<file path="src/rtl/noc_axis_packet_tx.sv">
// noc_axis_packet_tx: AXI4-Stream packet generator feeding a NoC router adapter; optional counters via NOC_TX_STATS_EN
module noc_axis_packet_tx #(
    parameter int noc_dw  = 512,
    parameter int byte_dw = 8,
    parameter int user_dw = 32
) (
    input  logic                    clk,
    input  logic                    reset,
    input  logic                    req_valid,
    output logic                    req_ready,
    input  logic [byte_dw-1:0]      req_dest,
    input  logic [byte_dw-1:0]      req_id,
    input  logic [7:0]              req_len,
    input  logic [31:0]             req_seed,
    output logic                    m_tvalid,
    input  logic                    m_tready,
    output logic [noc_dw-1:0]       m_tdata,
    output logic [noc_dw/byte_dw-1:0] m_tstrb,
    output logic [noc_dw/byte_dw-1:0] m_tkeep,
    output logic [byte_dw-1:0]      m_tid,
    output logic [byte_dw-1:0]      m_tdest,
    output logic [user_dw-1:0]      m_tuser,
    output logic                    m_tlast,
    output logic                    busy,
    output logic [31:0]             stat_pkts,
    output logic [31:0]             stat_flits,
    output logic [31:0]             stat_stall
);
    typedef enum logic {IDLE, SEND} state_t;

    state_t             state_q, state_d;
    logic [byte_dw-1:0] dest_q, dest_d, id_q, id_d;
    logic [7:0]         len_q, len_d, idx_q, idx_d;
    logic [31:0]        seed_q, seed_d;
    logic [15:0]        seq_q, seq_d;
    logic [31:0]        word;
    logic               hs;

    assign req_ready = state_q == IDLE;
    assign busy      = state_q == SEND;
    assign m_tvalid  = state_q == SEND;
    assign hs        = m_tvalid & m_tready;
    assign word      = seed_q + {24'd0, idx_q};
    assign m_tdata   = m_tvalid ? {(noc_dw/32){word}} : '0;
    assign m_tstrb   = {(noc_dw/byte_dw){m_tvalid}};
    assign m_tkeep   = {(noc_dw/byte_dw){m_tvalid}};
    assign m_tid     = m_tvalid ? id_q : '0;
    assign m_tdest   = m_tvalid ? dest_q : '0;
    assign m_tuser   = m_tvalid ? user_dw'({seq_q, len_q, idx_q}) : '0;
    assign m_tlast   = m_tvalid && idx_q == len_q;

    // Next state: latch a request in IDLE, step the flit index on each handshake, close on the last one
    always_comb begin
        state_d = state_q;
        dest_d  = dest_q;
        id_d    = id_q;
        len_d   = len_q;
        seed_d  = seed_q;
        idx_d   = idx_q;
        seq_d   = seq_q;
        if (state_q == IDLE) begin
            if (req_valid) begin
                dest_d  = req_dest;
                id_d    = req_id;
                len_d   = req_len;
                seed_d  = req_seed;
                idx_d   = 8'd0;
                state_d = SEND;
            end
        end else if (hs) begin
            if (m_tlast) begin
                state_d = IDLE;
                seq_d   = seq_q + 16'd1;
            end else begin
                idx_d = idx_q + 8'd1;
            end
        end
    end

    // State and packet context registers
    always_ff @(posedge clk) begin
        if (reset) begin
            state_q <= IDLE;
            dest_q  <= '0;
            id_q    <= '0;
            len_q   <= '0;
            seed_q  <= '0;
            idx_q   <= '0;
            seq_q   <= '0;
        end else begin
            state_q <= state_d;
            dest_q  <= dest_d;
            id_q    <= id_d;
            len_q   <= len_d;
            seed_q  <= seed_d;
            idx_q   <= idx_d;
            seq_q   <= seq_d;
        end
    end

`ifdef NOC_TX_STATS_EN
    logic [31:0] pkts_q, pkts_d, flits_q, flits_d, stall_q, stall_d;

    // Saturating counters for packets, flits and backpressure cycles
    always_comb begin
        pkts_d  = (hs && m_tlast && ~&pkts_q) ? pkts_q + 32'd1 : pkts_q;
        flits_d = (hs && ~&flits_q) ? flits_q + 32'd1 : flits_q;
        stall_d = (m_tvalid && !m_tready && ~&stall_q) ? stall_q + 32'd1 : stall_q;
    end

    // Counter registers
    always_ff @(posedge clk) begin
        if (reset) begin
            pkts_q  <= '0;
            flits_q <= '0;
            stall_q <= '0;
        end else begin
            pkts_q  <= pkts_d;
            flits_q <= flits_d;
            stall_q <= stall_d;
        end
    end

    assign stat_pkts  = pkts_q;
    assign stat_flits = flits_q;
    assign stat_stall = stall_q;
`else
    assign stat_pkts  = '0;
    assign stat_flits = '0;
    assign stat_stall = '0;
`endif
endmodule

</file>
<file path="config.mk">
export PLATFORM = sky130hd
export DESIGN_NAME = noc_axis_packet_tx
export DESIGN_NICKNAME = d
export VERILOG_FILES = /design/src/rtl/noc_axis_packet_tx.sv
export SDC_FILE = /design/constraint.sdc
export NUM_CORES = 1
export LEC_CHECK = 0
export CAP_MARGIN = 40
export CORE_AREA = 2 2 327 329
export DETAILED_ROUTE_END_ITERATION = 12
export DIE_AREA = 0 0 329 331
export PLACE_DENSITY_LB_ADDON = 0.05
export SLEW_MARGIN = 20
export SYNTH_ARGS = -nofsm -noshare
export SYNTH_HDL_FRONTEND = slang
export SYNTH_SLANG_ARGS = --single-unit
</file>
<file path="constraint.sdc">
create_clock -name clk -period 6.2 [get_ports clk]
set_input_delay 1.24 -clock clk [delete_from_list [all_inputs] [get_ports clk]]
set_output_delay 1.24 -clock clk [all_outputs]
set_load 0.02 [all_outputs]
</file>
==> results <==
area by class of cell:
type / instances / share of cell area [%]
clock buffers: 13 / 1.96
clock inverters: 3 / 0.294
inverters: 22 / 0.554
multi-input cells: 601 / 21.6
flip-flops and latches: 81 / 10.9
well taps: 1391 / 11.7
repair buffers: 792 / 53.0
final timing paths:
check	startpoint	end	slack (ps)
setup / recovery	idx_q[0]	m_tdata[342]	880
hold / removal	dest_q[4]	dest_q[4]	450
setup reg to reg	busy	seq_q[11]	3430
hold reg to reg	dest_q[4]	dest_q[4]	450
per-layer routing:
metal  vias up  track usage [%]  routed length, microns
met5         -                0                      68
met4        10             1.41                     354
met3        23             2.08                    2770
met2       356             16.1                   27400
met1      3778             8.74                   18000
li1       3865                -                       -
per-stage QoR:
step	power (mW)	instance area (sq um)	util (%)	hold WS, ps	instances
2_1_floorplan	1.29	10300	-	432	1451
3_3_place_gp	1.51	14400	13.7	441	2877
3_5_place_dp	1.51	14600	13.9	445	2887
4_1_cts	2.20	14900	14.2	455	2903
5_1_grt	2.24	14900	14.2	475	2903
6_report	2.11	14900	14.2	452	2903
where the power goes:
group | internal, mW | leakage (nW) | total, mW | switching [mW]
clock network | 0.370 | 0.167 | 0.636 | 0.265
registers | 0.544 | 0.662 | 0.578 | 0.0341
logic | 0.375 | 4.03 | 0.894 | 0.519
synthesized netlist by cell type, types with 2 or more instances:
| library cell | n | area share (%) |
|---|---|---|
| clkbuf_1 | 39 | 1.5 |
| a21oi_1 | 95 | 4.8 |
| o32ai_1 | 3 | 0.26 |
| xnor2_1 | 11 | 0.96 |
| o31ai_1 | 18 | 1.4 |
| nand3_1 | 22 | 1.1 |
| dfxtp_1 | 81 | 16 |
| nor2b_1 | 4 | 0.25 |
| nand4_1 | 12 | 0.75 |
| mux2_2 | 2 | 0.23 |
| a211oi_1 | 3 | 0.23 |
| xor2_1 | 2 | 0.18 |
| or3_1 | 8 | 0.50 |
| mux2i_1 | 11 | 1.1 |
| o21ai_0 | 12 | 0.60 |
| ha_1 | 10 | 1.3 |
| buf_4 | 705 | 53 |
| nor4_1 | 3 | 0.19 |
| nand2_1 | 149 | 5.6 |
| and4_1 | 2 | 0.18 |
| or2_2 | 4 | 0.25 |
| nand2b_1 | 14 | 0.88 |
| o21a_1 | 2 | 0.15 |
| a21boi_0 | 2 | 0.15 |
| and2_1 | 42 | 2.6 |
| inv_1 | 22 | 0.83 |
| nor3_1 | 8 | 0.40 |
| a21o_1 | 4 | 0.30 |
| or4_1 | 17 | 1.3 |
| nor2_1 | 25 | 0.94 |
| buf_1 | 2 | 0.075 |
cell families after synthesis:
kind of cell / after synthesis / share of synthesized area [%]
AOI/OAI and AO/OA: 152 / 8.89
xor gates and xnor gates: 13 / 1.14
other: 1 / 0.0375
and+or+nand+nor: 316 / 15.5
muxes: 13 / 1.33
DFF: 81 / 16.2
adders and majority gates: 11 / 1.45
buffers and inverters: 769 / 55.5
registers in the layout (all words and copies together) (netlist names):
name	cells
len_q	8
busy	1
id_q	8
seq_q	16
seed_q	32
idx_q	8
dest_q	8
critical path: cells and delay by family, from the launching register on:
family,cells,cell delay (ps)
AOI/OAI and AO/OA,3,780
and+or+nand+nor,2,680
buffers and inverters,4,1150
DFF,1,480
adders and majority gates,2,610
==> flow_summary.yaml <==
outcome:
  run_status: "finished, final reports clean"
sta:
  setup_viol: 0
  grt_setup_unrepaired: "no"
  fin_crit_sh_pct: 85.9
  fmax_ghz: 0.188
  final.min_clock_period_ps: 5320
  worst_pin_slew_ps: 736
  tns_ps: 0
  fin_skew_ps: 20.2
  max_slew_margin_pct: 50.9
  fin_ws_ps: 875
  finalMaxSlewViolations: 0
  finalHoldViolCount: 0
final_layout:
  diodes: 0
  multi_input_area_sq_mm: 0.00322
  fillers: 12000
  regArea_sq_mm: 0.00163
  area_delta_synth_final_pct: 49.1
  final_common_cell: "clkdlybuf4s50_1"
  layout-drive-gt1-share_pct: 5.09
  fin_nets: 1578
  final_cell_mix: "clkdlybuf4s50_1, nand2_1, conb_1"
synthesis:
  syn_area_sq_mm: 0.00999
  ys_ff_latch: 81
  syn_avg_cell_area_sq_um: 7.37
  ys_warn_count: 0
  synth_async_sr_flop_share_pct: 0
  synth-main-ff-cell: "dfxtp_1"
  syn_inst: 1356
  synth_edf_count: 0
  synth-seq-area-share_pct: 16.2
  yosysUniqueCellTypes: 53
setup_path:
  cp_slowest_cell: "clkdlybuf4s50_1"
  cp_max_fo: 16
  path_cells: "ha_1 > inv_1 > fa_1 > nand2b_1 > a21o_1 > a32o_1 > buf_8 > or4_1 > a21oi_1 > buf_4 > clkdlybuf4s50_1"
  worstPathArrival_ps: 4080
  worstPathRequired_ps: 4960
  critPathLaunchType: "flip-flop"
  endpoint_kind: "output pin"
  critPathKind: "flip-flop to output pin"
  max_stage_delay_ps: 660
  r2r_cells: 5
global_routing:
  grt_pass1_wl_microns: 62800
  grt_pass1_vias: 7616
  antenna_found_initial: 8
  grtUsageTotal_pct: 8.18
  grt_overflow: 0
  grt_max_degree: 77
route:
  detail_route.iter0.violations: 213
  first_pass_iters: 4
  via_per_inst: 2.77
  drt_wl_total_microns: 48600
  postRouteAntennaNets: 0
  vias: 8032
  drc_errors: 0
  detail_route.wl_per_cell_microns: 16.7
clock_network:
  htree_num_levels: 3
  postCtsHoldBufs: 0
  cts_tree: "done"
  cts_setup_buffers: 0
  numCtsBuffers: 9
  root_buffer: "clkbuf_16"
  cts_resized: 0
  clkTransAtPathRegs_ps: 70
  clock_path_buffers: 2
  clock-sinks: 81
  clock_latency_ps: 390
place:
  place.gp.congestion: 0.665
  dp_worst_setup_slack_ps: 1190
  portBuffers: 751
  place_hpwl_microns: 40400
floorplan:
  fp.dieW_microns: 329
  die_area_sq_mm: 0.109
  boundaryPins: 848
  die_h_microns: 331
  coreArea_sq_mm: 0.105
  start_util_pct: 9.52
  rows: 119
run:
  drv_cap: 0
power:
  p_per_area_mw_per_mm2: 141
  leakage_nw: 4.86
  vdd.ir_drop.worst_mv: 0.133
min_path:
  worstHoldPathCells: 2
  hold_path.class: "flip-flop to flip-flop"
No activity file was read; power rests on OpenSTA's default activity.
